--- src/rtl/stepper_move_controller_if.sv ---
// Command/status bundle between the key-mapping stage and the stepper move controller.
// master = command source / observer, slave = controller.
interface stepper_move_controller_if;
  logic       cmdValid;
  logic [3:0] movement;
  logic       stop;
  logic       cmdReady;
  logic [3:0] coils;
  logic       busy;
  logic       done;
  logic [7:0] position;

  modport master (
    output cmdValid, movement, stop,
    input  cmdReady, coils, busy, done, position
  );

  modport slave (
    input  cmdValid, movement, stop,
    output cmdReady, coils, busy, done, position
  );
endinterface

--- src/rtl/stepper_move_controller.sv ---
// One move at a time: full-step coil sequencing at STEP_DIV cycles/step, then a STEP_DIV settle.
// Latency: first step STEP_DIV cycles after accept; cmdReady only in IDLE. Macro STEPPER_HOLD_EN keeps coils energized in IDLE.
module stepper_move_controller #(
  parameter int STEP_DIV = 50000
) (
  input  logic                      i_clk,
  input  logic                      i_resetN,
  stepper_move_controller_if.slave  io_bus
);

  localparam int DW = (STEP_DIV > 2) ? $clog2(STEP_DIV) : 1;
  localparam logic [DW-1:0] DIV_RELOAD = DW'(STEP_DIV - 1);

  typedef enum logic [1:0] {IDLE, RUN, SETTLE} state_t;

  state_t        r_state, w_state_n;
  logic [DW-1:0] r_div, w_div_n;
  logic [3:0]    r_rem, w_rem_n;
  logic          r_dir, w_dir_n;
  logic [1:0]    r_phase, w_phase_n;
  logic [7:0]    r_position, w_pos_n;
  logic [3:0]    r_coils, w_coils_n;
  logic          r_busy, r_done, w_done_n;
  logic [3:0]    w_mag;

  function automatic logic [3:0] phase_pattern(input logic [1:0] ph);
    case (ph)
      2'd0:    phase_pattern = 4'b0011;
      2'd1:    phase_pattern = 4'b0110;
      2'd2:    phase_pattern = 4'b1100;
      default: phase_pattern = 4'b1001;
    endcase
  endfunction

  // -8 negates to 4'b1000, which read unsigned is the required magnitude 8.
  assign w_mag = io_bus.movement[3] ? 4'(~io_bus.movement + 4'd1) : io_bus.movement;

  always_comb begin
    w_state_n = r_state;
    w_div_n   = r_div;
    w_rem_n   = r_rem;
    w_dir_n   = r_dir;
    w_phase_n = r_phase;
    w_pos_n   = r_position;
    w_done_n  = 1'b0;
    case (r_state)
      IDLE: begin
        if (io_bus.cmdValid) begin
          if (io_bus.movement == 4'd0) begin
            w_done_n = 1'b1;
          end else begin
            w_state_n = RUN;
            w_div_n   = DIV_RELOAD;
            w_rem_n   = w_mag;
            w_dir_n   = io_bus.movement[3];
          end
        end
      end
      RUN: begin
        w_div_n = r_div - DW'(1);
        if (r_div == '0) begin
          w_phase_n = r_dir ? r_phase - 2'd1 : r_phase + 2'd1;
          w_pos_n   = r_dir ? r_position - 8'd1 : r_position + 8'd1;
          w_rem_n   = r_rem - 4'd1;
          w_div_n   = DIV_RELOAD;
          if (r_rem == 4'd1 || io_bus.stop) begin
            w_state_n = SETTLE;
            w_rem_n   = 4'd0;
          end
        end else if (io_bus.stop) begin
          w_state_n = SETTLE;
          w_rem_n   = 4'd0;
          w_div_n   = DIV_RELOAD;
        end
      end
      SETTLE: begin
        w_div_n = r_div - DW'(1);
        if (r_div == '0) begin
          w_state_n = IDLE;
          w_done_n  = 1'b1;
        end
      end
      default: w_state_n = IDLE;
    endcase
  end

  always_comb begin
    w_coils_n = phase_pattern(w_phase_n);
    if (w_state_n == IDLE) begin
`ifdef STEPPER_HOLD_EN
      w_coils_n = phase_pattern(w_phase_n);
`else
      w_coils_n = 4'b0000;
`endif
    end
  end

  always_ff @(posedge i_clk) begin
    if (!i_resetN) begin
      r_state    <= IDLE;
      r_div      <= '0;
      r_rem      <= 4'd0;
      r_dir      <= 1'b0;
      r_phase    <= 2'd0;
      r_position <= 8'd0;
      r_coils    <= 4'b0000;
      r_busy     <= 1'b0;
      r_done     <= 1'b0;
    end else begin
      r_state    <= w_state_n;
      r_div      <= w_div_n;
      r_rem      <= w_rem_n;
      r_dir      <= w_dir_n;
      r_phase    <= w_phase_n;
      r_position <= w_pos_n;
      r_coils    <= w_coils_n;
      r_busy     <= (w_state_n != IDLE);
      r_done     <= w_done_n;
    end
  end

  // Gated by reset so the source sees not-ready while reset is held.
  assign io_bus.cmdReady = (r_state == IDLE) && i_resetN;
  assign io_bus.coils    = r_coils;
  assign io_bus.busy     = r_busy;
  assign io_bus.done     = r_done;
  assign io_bus.position = r_position;

endmodule
--- src/flat_wrapper.sv ---
// flat-port wrapper written by rule: the top's interface ports become plain ports
module stepper_move_controller_flat 
#(
  parameter int STEP_DIV = 50000
)
  (i_clk, i_resetN, io_bus_cmdValid, io_bus_movement, io_bus_stop, io_bus_cmdReady, io_bus_coils, io_bus_busy, io_bus_done, io_bus_position);
  stepper_move_controller_if io_bus_i ();
  input  logic i_clk;
  input  logic i_resetN;
  input wire logic [$bits(io_bus_i.cmdValid)-1:0] io_bus_cmdValid;
  input wire logic [$bits(io_bus_i.movement)-1:0] io_bus_movement;
  input wire logic [$bits(io_bus_i.stop)-1:0] io_bus_stop;
  output wire logic [$bits(io_bus_i.cmdReady)-1:0] io_bus_cmdReady;
  output wire logic [$bits(io_bus_i.coils)-1:0] io_bus_coils;
  output wire logic [$bits(io_bus_i.busy)-1:0] io_bus_busy;
  output wire logic [$bits(io_bus_i.done)-1:0] io_bus_done;
  output wire logic [$bits(io_bus_i.position)-1:0] io_bus_position;
  assign io_bus_i.cmdValid = io_bus_cmdValid;
  assign io_bus_i.movement = io_bus_movement;
  assign io_bus_i.stop = io_bus_stop;
  assign io_bus_cmdReady = io_bus_i.cmdReady;
  assign io_bus_coils = io_bus_i.coils;
  assign io_bus_busy = io_bus_i.busy;
  assign io_bus_done = io_bus_i.done;
  assign io_bus_position = io_bus_i.position;
  stepper_move_controller #(.STEP_DIV(STEP_DIV)) u_core (.i_clk(i_clk), .i_resetN(i_resetN), .io_bus(io_bus_i));
endmodule
--- config.mk ---
export PLATFORM = sky130hd
export DESIGN_NAME = stepper_move_controller_flat
export DESIGN_NICKNAME = d
export VERILOG_FILES = /design/src/rtl/stepper_move_controller_if.sv /design/src/rtl/stepper_move_controller.sv /design/src/flat_wrapper.sv
export SDC_FILE = /design/constraint.sdc
export NUM_CORES = 1
export LEC_CHECK = 0
export ABC_AREA = 1
export BUFFER_PORTS_ARGS = -buffer_cell sky130_fd_sc_hd__clkbuf_2
export CAP_MARGIN = 30
export CORE_MARGIN = 4
export CORE_UTILIZATION = 60
export CTS_BUF_LIST = sky130_fd_sc_hd__clkbuf_4
export CTS_CLUSTER_SIZE = 14
export DETAILED_ROUTE_END_ITERATION = 10
export GPL_ROUTABILITY_DRIVEN = 0
export PLACE_DENSITY_LB_ADDON = 0.3
export SLEW_MARGIN = 20
export SYNTH_ARGS = -nofsm -noshare
export SYNTH_HDL_FRONTEND = slang
export SYNTH_SLANG_ARGS = --single-unit
export TNS_END_PERCENT = 1
--- constraint.sdc ---
create_clock -name i_clk -period 2.8 [get_ports i_clk]
set_clock_uncertainty 0.1 [all_clocks]
set_input_delay 0.14 -clock i_clk [delete_from_list [all_inputs] [get_ports i_clk]]
set_output_delay 0.14 -clock i_clk [all_outputs]
set_load 0.05 [all_outputs]
**Word-level counts from Yosys, hierarchy flattened**

Cells that the tools add are included.

- Add/subtract/negate cells: 7
- Equality and inequality tests: 8
- Mux-type cells: 28
- Bitwise logic cells: 3
- Reduce and logical (&&, ||, !) cells: 15

Operator list:

| operator | number |
|---|---|
| 2-to-1 mux 16 bit | 4 |
| one-hot mux 16 bit (3 select lines) | 1 |
| 2-to-1 mux 4 bit | 6 |
| 2-to-1 mux 2 bit | 9 |
| logical NOT 16 bit | 1 |
| subtractor 16 x 1 -> 16 bit, second input constant | 1 |
| one-hot mux 4 bit (3 select lines) | 1 |
| adder 8 x 1 -> 8 bit, second input constant | 1 |
| 2-to-1 mux 8 bit | 1 |
| one-hot mux 4 bit (2 select lines) | 1 |
| subtractor 8 x 1 -> 8 bit, second input constant | 1 |
| logical NOT 2 bit | 3 |
| one-hot mux 2 bit (3 select lines) | 1 |
| AND reduction 3 bit | 2 |
| adder 4 x 1 -> 4 bit, second input constant | 1 |
| equality test 2 x 1 -> 1 bit, second input constant | 2 |
| equality test 2 bit, second input constant | 2 |
| equality test 4 x 1 -> 1 bit, second input constant | 1 |
| logical NOT 4 bit | 1 |
| inequality test 2 bit, second input constant | 2 |
| NOT 4 bit | 1 |
| AND reduction 4 bit | 1 |
| nonzero test 2 bit | 2 |
| subtractor 4 x 1 -> 4 bit, second input constant | 1 |
| 11 further kinds | 14 |

- Register bits: 39
- Input bits: 8
- Output and inout port bits: 15
- Logic and storage cells: 70

**Longest topological paths before layout**

Gate-level depths: netlist of the first run.

- Depth after elaboration: 7
- Gate-level depth with buffers: 12

**Least setup slack after synthesis of the first run**

Ideal clock, no wire load.

- Path type: reg-to-reg
- From: register u_core.r_div[0]
- To: register u_core.r_coils[1], in the netlist u_core.io_bus.coils[1]
- Setup time: 0.070 ns
- Arrival time: 1.878 ns
- Slack: 0.752 ns
- Stages on the path, launching flop included: 13
- Path buffers: 0
- Clock period less this slack: 2.048 ns
- Cell sequence: dfxtp_1 -> inv_1 -> ha_1 -> nand2_2 -> nor2_4 -> nand4_4 -> nor2_8 -> o21ai_2 -> xor2_1 -> inv_1 -> ha_1 -> o21bai_1 -> a21oi_1

- Cells in the longest elaborated chain, start to end: 5
- Elaborated cells between the ends (all ways): 12
- Those cells by class: eq/ne (2); mux (6); reduce/logical (4)

Ends and longest elaborated chain:

| element | line | RTL |
|---|---|---|
| start: declaration | stepper_move_controller.sv:17 | `logic [DW-1:0] r_div, w_div_n;` |
| start signal: assignment | stepper_move_controller.sv:111 | `r_div <= w_div_n;` |
| logical NOT 16 bit * | stepper_move_controller.sv:61 | `if (r_div == '0) begin` |
| 2-to-1 mux 2 bit * | stepper_move_controller.sv:61 |  |
| 2-to-1 mux 2 bit * | stepper_move_controller.sv:46 | `case (r_state)` |
| net u_core.w_phase_n[1] | stepper_move_controller.sv:20 | `logic [1:0] r_phase, w_phase_n;` |
| equality test 2 bit (tied with other cells) | stepper_move_controller.sv:27 | `case (ph)` |
| one-hot mux 4 bit (3 select lines) * | stepper_move_controller.sv:27 |  |
| end signal: assignment | stepper_move_controller.sv:116 | `r_coils <= w_coils_n;` |
| end: declaration | stepper_move_controller.sv:22 | `logic [3:0] r_coils, w_coils_n;` |

The timed path passes the listed nets; every way through them passes the cells marked *.
A chain may end at the register's enable or synchronous reset.

**Final worst setup path of the first run**

- From: register u_core.r_state[1]
- To: register u_core.r_coils[1], in the netlist u_core.io_bus.coils[1]

- Elaborated cells between the ends (all ways): 17
- Those cells by class: eq/ne (4); mux (9); reduce/logical (4)

RTL lines:

| element | line | RTL |
|---|---|---|
| start: declaration | stepper_move_controller.sv:16 | `state_t r_state, w_state_n;` |
| start signal: assignment | stepper_move_controller.sv:110 | `r_state <= w_state_n;` |
| equality test 2 x 1 -> 1 bit * | stepper_move_controller.sv:46 |  |
| 2-to-1 mux 2 bit * | stepper_move_controller.sv:46 |  |
| net u_core.w_phase_n[1] | stepper_move_controller.sv:20 |  |
| equality test 2 bit (tied with other cells) | stepper_move_controller.sv:27 |  |
| one-hot mux 4 bit (3 select lines) * | stepper_move_controller.sv:27 |  |

Marked as above.

==> results of run 1 <==
worst paths after layout:
kind	from	end	slack, ns
min reg2reg	u_core.io_bus.position[7]	u_core.io_bus.position[7]	0.40
max	u_core.r_state[1]	u_core.io_bus.coils[1]	0.29
max reg2reg	u_core.r_state[1]	u_core.io_bus.coils[1]	0.29
min	io_bus_cmdValid	u_core.io_bus.done	0.02
routing by layer:
metal / GRT usage / vias up
met3: 0.0537 / 11
met1: 0.280 / 1042
li1: - / 1189
met5: 0 / -
met2: 0.368 / 60
met4: 0.0697 / 0
flip-flops by register name, summed over array words and instances, names as in the netlist:
| name | count |
|---|---|
| u_core.r_phase | 2 |
| u_core.r_dir | 1 |
| u_core.io_bus.coils | 4 |
| u_core.r_rem | 4 |
| u_core.io_bus.busy | 1 |
| u_core.r_state | 2 |
| u_core.r_div | 16 |
| u_core.io_bus.done | 1 |
| u_core.io_bus.position | 8 |
worst max-delay path, stage by stage (launching register included):
cell and delay, ns:
dfxtp_1 0.40, inv_1 0.11, ha_1 0.37, inv_1 0.23
nor2_8 0.27, o21ai_2 0.10, xor2_1 0.28, inv_1 0.11
ha_1 0.21, o21bai_1 0.16, a21oi_1 0.11
cells in the mapped netlist (2+ instances only):
master    count
nand2_1      57
inv_1        53
nor2_1       47
dfxtp_1      39
a21oi_1      31
nand3_1      21
o21ai_0      21
ha_1         18
xor2_1       14
nor3_1        6
nand2_2       5
xnor2_1       5
nand4_1       4
nor2_4        4
a21o_1        3
clkbuf_1      3
a31oi_1       2
buf_6         2
inv_2         2
nand3_2       2
o211ai_1      2
o21a_1        2
report_power, final:
part	switching, µW	total [µW]	internal, µW
sequential	78.8	725	646
clock	174	263	89.0
combinational	600	894	294
total	853	1880	1030
cell type report:
class	count	area, µm²	area share
Multi-Input combinational cell	255	1490	0.549
Sequential cell	39	781	0.287
Inverter	55	206	0.0759
Timing Repair Buffer	24	130	0.0479
Tap cell	50	62.6	0.0230
Clock buffer	5	37.5	0.0138
Clock inverter	2	8.76	0.00322
cells by family after synthesis:
kind of cell	after synthesis	share of synthesized area
buffers and inverters	61	0.0974
adder cells (fa/ha/maj)	19	0.0974
flip-flops	39	0.310
AO/OA/AOI/OAI	64	0.139
XOR/XNOR	19	0.0661
AND/OR/NAND/NOR	153	0.291
metrics by stage:
step	area, µm²	cells	total power (µW)	setup slack, ns
floorplan	2520	355	1460	0.752
global placement	2650	421	1600	0.479
detailed placement	2650	421	1620	0.333
CTS	2720	430	1890	0.304
global route	2720	430	2050	0.0711
finish	2720	430	1880	0.291
repair_timing:
item | in CTS | in global routing
endpoints found under the hold margin | 1 | 0
hold buffers | 2 | 0
buffers inserted | 0 | 0
==> run_results.csv, run 1 <==
group,metric,value,unit
synth,synth_edf_count,0,
clock_tree,clockBufferDepth,2,
power,power_leakage,0.00141,µW
clock_tree,cts_resized,0,
final_layout,final_cell_mix,"nand2_1, inv_1, nor2_1",
timing,fmax,399,MHz
floorplan,initial_core_util,0.625,
setup_path,cp.arrival,2.70,ns
final_layout,layout_commonest_cell,"nand2_1",
timing,rsz0062_at_grt,"no",
clock_tree,cts.sink_count,39,
clock_tree,insertion_delay,0.35,ns
routing,dr.pass1.iters,4,
routing,wl_met3,322,µm
final_layout,drive_gt1_frac,0.126,
grt,grt_pass1_wl,9350,µm
synth,syn_area_per_cell,7.09,µm²
timing,setup_viol,0,
grt,grt_pass1_vias,2149,
floorplan,fp.dieArea,5300,µm²
floorplan,boundaryPins,23,
run,maxCapViolCount,0,
grt,antenna_found_initial,0,
routing,via_per_inst,5.35,
timing,period_share,0.896,
synth,synth_top_area_cell,"dfxtp_1",
synth,ys_ff_latch,39,
placement,port_buffers,22,
timing,relSlewSlack,0.683,
timing,timing.hold.ws,0.0211,ns
final_layout,antenna-diode-count,0,
routing,vias,2302,
clock_tree,clk_pin_slew,0.11,ns
timing,fin_crit,2.51,ns
power,ir_drop,0.000358,V
setup_path,crit_fanout,15,
setup_path,start_kind,"flop",
floorplan,die_width,72.8,µm
routing,ant_nets,0,
clock_tree,htreeDepth,2,
floorplan,fp.coreArea,4030,µm²
synth,ys_seq_area_frac,0.310,
placement,dp_hpwl,4100,µm
floorplan,chipHeight,72.8,µm
final_layout,fin_nets,407,
floorplan,row_count,23,
synth,yosys_warnings,0,
routing,wire_per_inst,12.4,µm
grt,grt_usage,0.221,
final_layout,syn2layout_area_growth,7.95,%
grt,grt.overflow.total,0,
synth,synthesis.area,2520,µm²
power,power.density,693,nW/µm²
routing,highest_layer,"met4",
synth,synth_top_area_share,0.310,
clock_tree,cts.root.buffer_cell,"clkbuf_4",
routing,wirelength_met1,2490,µm
min_path,hold_class,"input port to flop",
setup_path,rr_worst_depth,10,
routing,totalWireLength,5340,µm
clock_tree,cts_tree,"done",
setup_path,criticalPathCategory,"flop to flop",
synth,yosys.cell_types.count,34,
synth,netlist_instances,355,
timing,worst_slew_pin_slew,0.475,ns
synth,synthFlopType,"dfxtp_1",
min_path,hold_depth,3,
setup_path,crit_path_end_kind,"flop",
final_layout,fin_util,0.675,
routing,dr_wl_met2,2450,µm
run_status,status,"finished clean",
final_layout,fillers,357,
timing,hold_viol,0,
clock_tree,cts_buffers,5,
grt,grt_max_degree,18,
timing,tns,0,ns
timing,slew_viol_final,0,
synth,syn-num-nets,382,
routing,drc,0,
routing,drt_iter0_drc,178,
synth,ys_async_sr_fraction,0,
synth,synth_area_leaders,"dfxtp_1, ha_1, nand2_1, inv_1, nor2_1",
setup_path,worstPathRequired,2.99,ns
(Power assumes the default switching activity.)
==> inputs of run 2 (changes only) <==
--- a/config.mk
+++ b/config.mk
@@ -8,6 +8,7 @@
 export ABC_AREA = 1
 export BUFFER_PORTS_ARGS = -buffer_cell sky130_fd_sc_hd__clkbuf_2
 export CAP_MARGIN = 30
+export CORE_ASPECT_RATIO = 0.8
 export CORE_MARGIN = 4
 export CORE_UTILIZATION = 60
 export CTS_BUF_LIST = sky130_fd_sc_hd__clkbuf_4
==> run_results.csv, run 2 (same netlist as run 1, synthesis figures left out) <==
group,metric,value,unit
routing,wire_per_inst,12.5,µm
clock_tree,cts_tree,"done",
floorplan,row_count,20,
floorplan,fp.coreArea,3930,µm²
clock_tree,cts.sink_count,39,
setup_path,cp.arrival,2.74,ns
power,power_leakage,0.00142,µW
timing,fin_crit,2.53,ns
grt,antenna_found_initial,0,
routing,vias,2348,
clock_tree,cts.root.buffer_cell,"clkbuf_4",
timing,period_share,0.904,
clock_tree,clk_pin_slew,0.13,ns
final_layout,largest_register_ffs,16,
power,power.density,732,nW/µm²
setup_path,rr_worst_depth,10,
routing,ant_nets,0,
routing,via_per_inst,5.40,
setup_path,r2r-end,"u_core.io_bus.coils[1]",
grt,grt_pass1_wl,9760,µm
min_path,hold_end,"u_core.r_rem[0]",
timing,slew_viol_final,0,
timing,fmax,395,MHz
final_layout,syn2layout_area_growth,9.19,%
routing,drc,0,
clock_tree,post_cts_buffers,0,
floorplan,initial_core_util,0.641,
floorplan,fp.dieArea,5300,µm²
placement,dp_hpwl,4130,µm
final_layout,fin_nets,406,
final_layout,antenna-diode-count,0,
final_layout,fin_util,0.700,
setup_path,worstPathRequired,3.00,ns
grt,grt_max_degree,18,
power,ir_drop,0.000433,V
floorplan,chipHeight,66.0,µm
final_layout,top_register,"u_core.r_div",
clock_tree,htreeDepth,2,
final_layout,drive_gt1_frac,0.132,
run,maxCapViolCount,0,
clock_tree,cts_resized,0,
final_layout,layout_commonest_cell,"nand2_1",
placement,port_buffers,22,
timing,tns,0,ns
timing,hold_viol,0,
min_path,worstHoldStart,"io_bus_movement[0]",
grt,grt.overflow.total,0,
setup_path,start_kind,"flop",
setup_path,crit_path_end_kind,"flop",
setup_path,criticalPathCategory,"flop to flop",
timing,rsz0062_at_grt,"no",
floorplan,boundaryPins,23,
min_path,hold_depth,3,
routing,totalWireLength,5440,µm
floorplan,die_width,80.4,µm
timing,relSlewSlack,0.699,
run_status,status,"finished clean",
clock_tree,insertion_delay,0.36,ns
final_layout,regArea,781,µm²
min_path,hold_class,"input port to flop",
setup_path,r2r_start,"u_core.r_state[1]",
clock_tree,clockBufferDepth,2,
setup_path,crit_fanout,15,
clock_tree,cts_buffers,5,
final_layout,fillers,331,
timing,worst_slew_pin_slew,0.451,ns
timing,setup_viol,0,
grt,grt_pass1_vias,2186,
setup_path,r2r_slack,0.27,ns
routing,drt_iter0_drc,278,
grt,grt_usage,0.232,
final_layout,final_cell_mix,"nand2_1, inv_1, nor2_1",
routing,dr.pass1.iters,6,
final_layout,multiInputGateArea,1490,µm²
-- run 2: changes by cell type in the layout (fill, tap and decap cells not counted), sizes merged --
cell,previous run,this run
bufinv,0,1
dlygate4sd3,2,1
-- run 2: area by class of cell --
class,count,area share
timing repair buffer,23,0.0437
multi-input combinational,255,0.543
clock inverter,3,0.0159
inverter,55,0.0751
clock buffer,5,0.0136
tap,55,0.0250
sequential,39,0.284
-- run 2: worst max path at each step --
stage | from | to | cells after the start
after detailed placement | u_core.r_state[1] | u_core.io_bus.coils[1] | 10
after global placement | u_core.r_state[1] | u_core.io_bus.coils[1] | 10
after floorplan | u_core.r_div[0] | u_core.io_bus.coils[1] | 12
after CTS | u_core.r_state[1] | u_core.io_bus.coils[1] | 10
final | u_core.r_state[1] | u_core.io_bus.coils[1] | 10
after global routing | u_core.r_state[1] | u_core.io_bus.coils[2] | 10
-- run 2: critical path, stage by stage, from the launching register on --
cell	delay [ns]
dfxtp_1	0.39
inv_1	0.11
ha_1	0.38
inv_1	0.25
nor2_8	0.28
o21ai_2	0.09
xor2_1	0.28
inv_1	0.11
ha_1	0.21
o21bai_1	0.16
a21oi_1	0.11
-- run 2: repair_timing --
action | in CTS | in global routing
endpoints found under the hold margin | 1 | 0
hold buffers | 1 | 0
setup endpoints to repair | 0 | 0
-- run 2: through the flow --
| step | cells | power, µW | instance area (µm²) | setup WS, ns | hold slack, ns |
|---|---|---|---|---|---|
| 6_report | 435 | 2010 | 2750 | 0.269 | 0.0153 |
| 5_1_grt | 435 | 2180 | 2750 | 0.00956 | 0.0356 |
| 4_1_cts | 435 | 2010 | 2750 | 0.281 | 0.00729 |
| 2_1_floorplan | 355 | 1460 | 2520 | 0.752 | 0.192 |
| 3_5_place_dp | 426 | 1620 | 2660 | 0.307 | 0.362 |
| 3_3_place_gp | 426 | 1600 | 2660 | 0.463 | 0.348 |
-- run 2: layer usage --
metal / vias to the layer above / part of all wire / global-route usage
met3: 9 / 0.076 / 0.0572
met2: 80 / 0.41 / 0.340
li1: 1189 / - / -
met5: - / 0 / 0
met4: 0 / 0.014 / 0.0591
met1: 1070 / 0.50 / 0.338
-- run 2: report_power, final --
part | total, µW | switching [µW] | internal, µW | leakage [µW]
clock network | 385 | 197 | 188 | 0.0000452
registers | 725 | 78.1 | 647 | 0.000319
logic | 903 | 610 | 293 | 0.00106
total | 2010 | 884 | 1130 | 0.00142
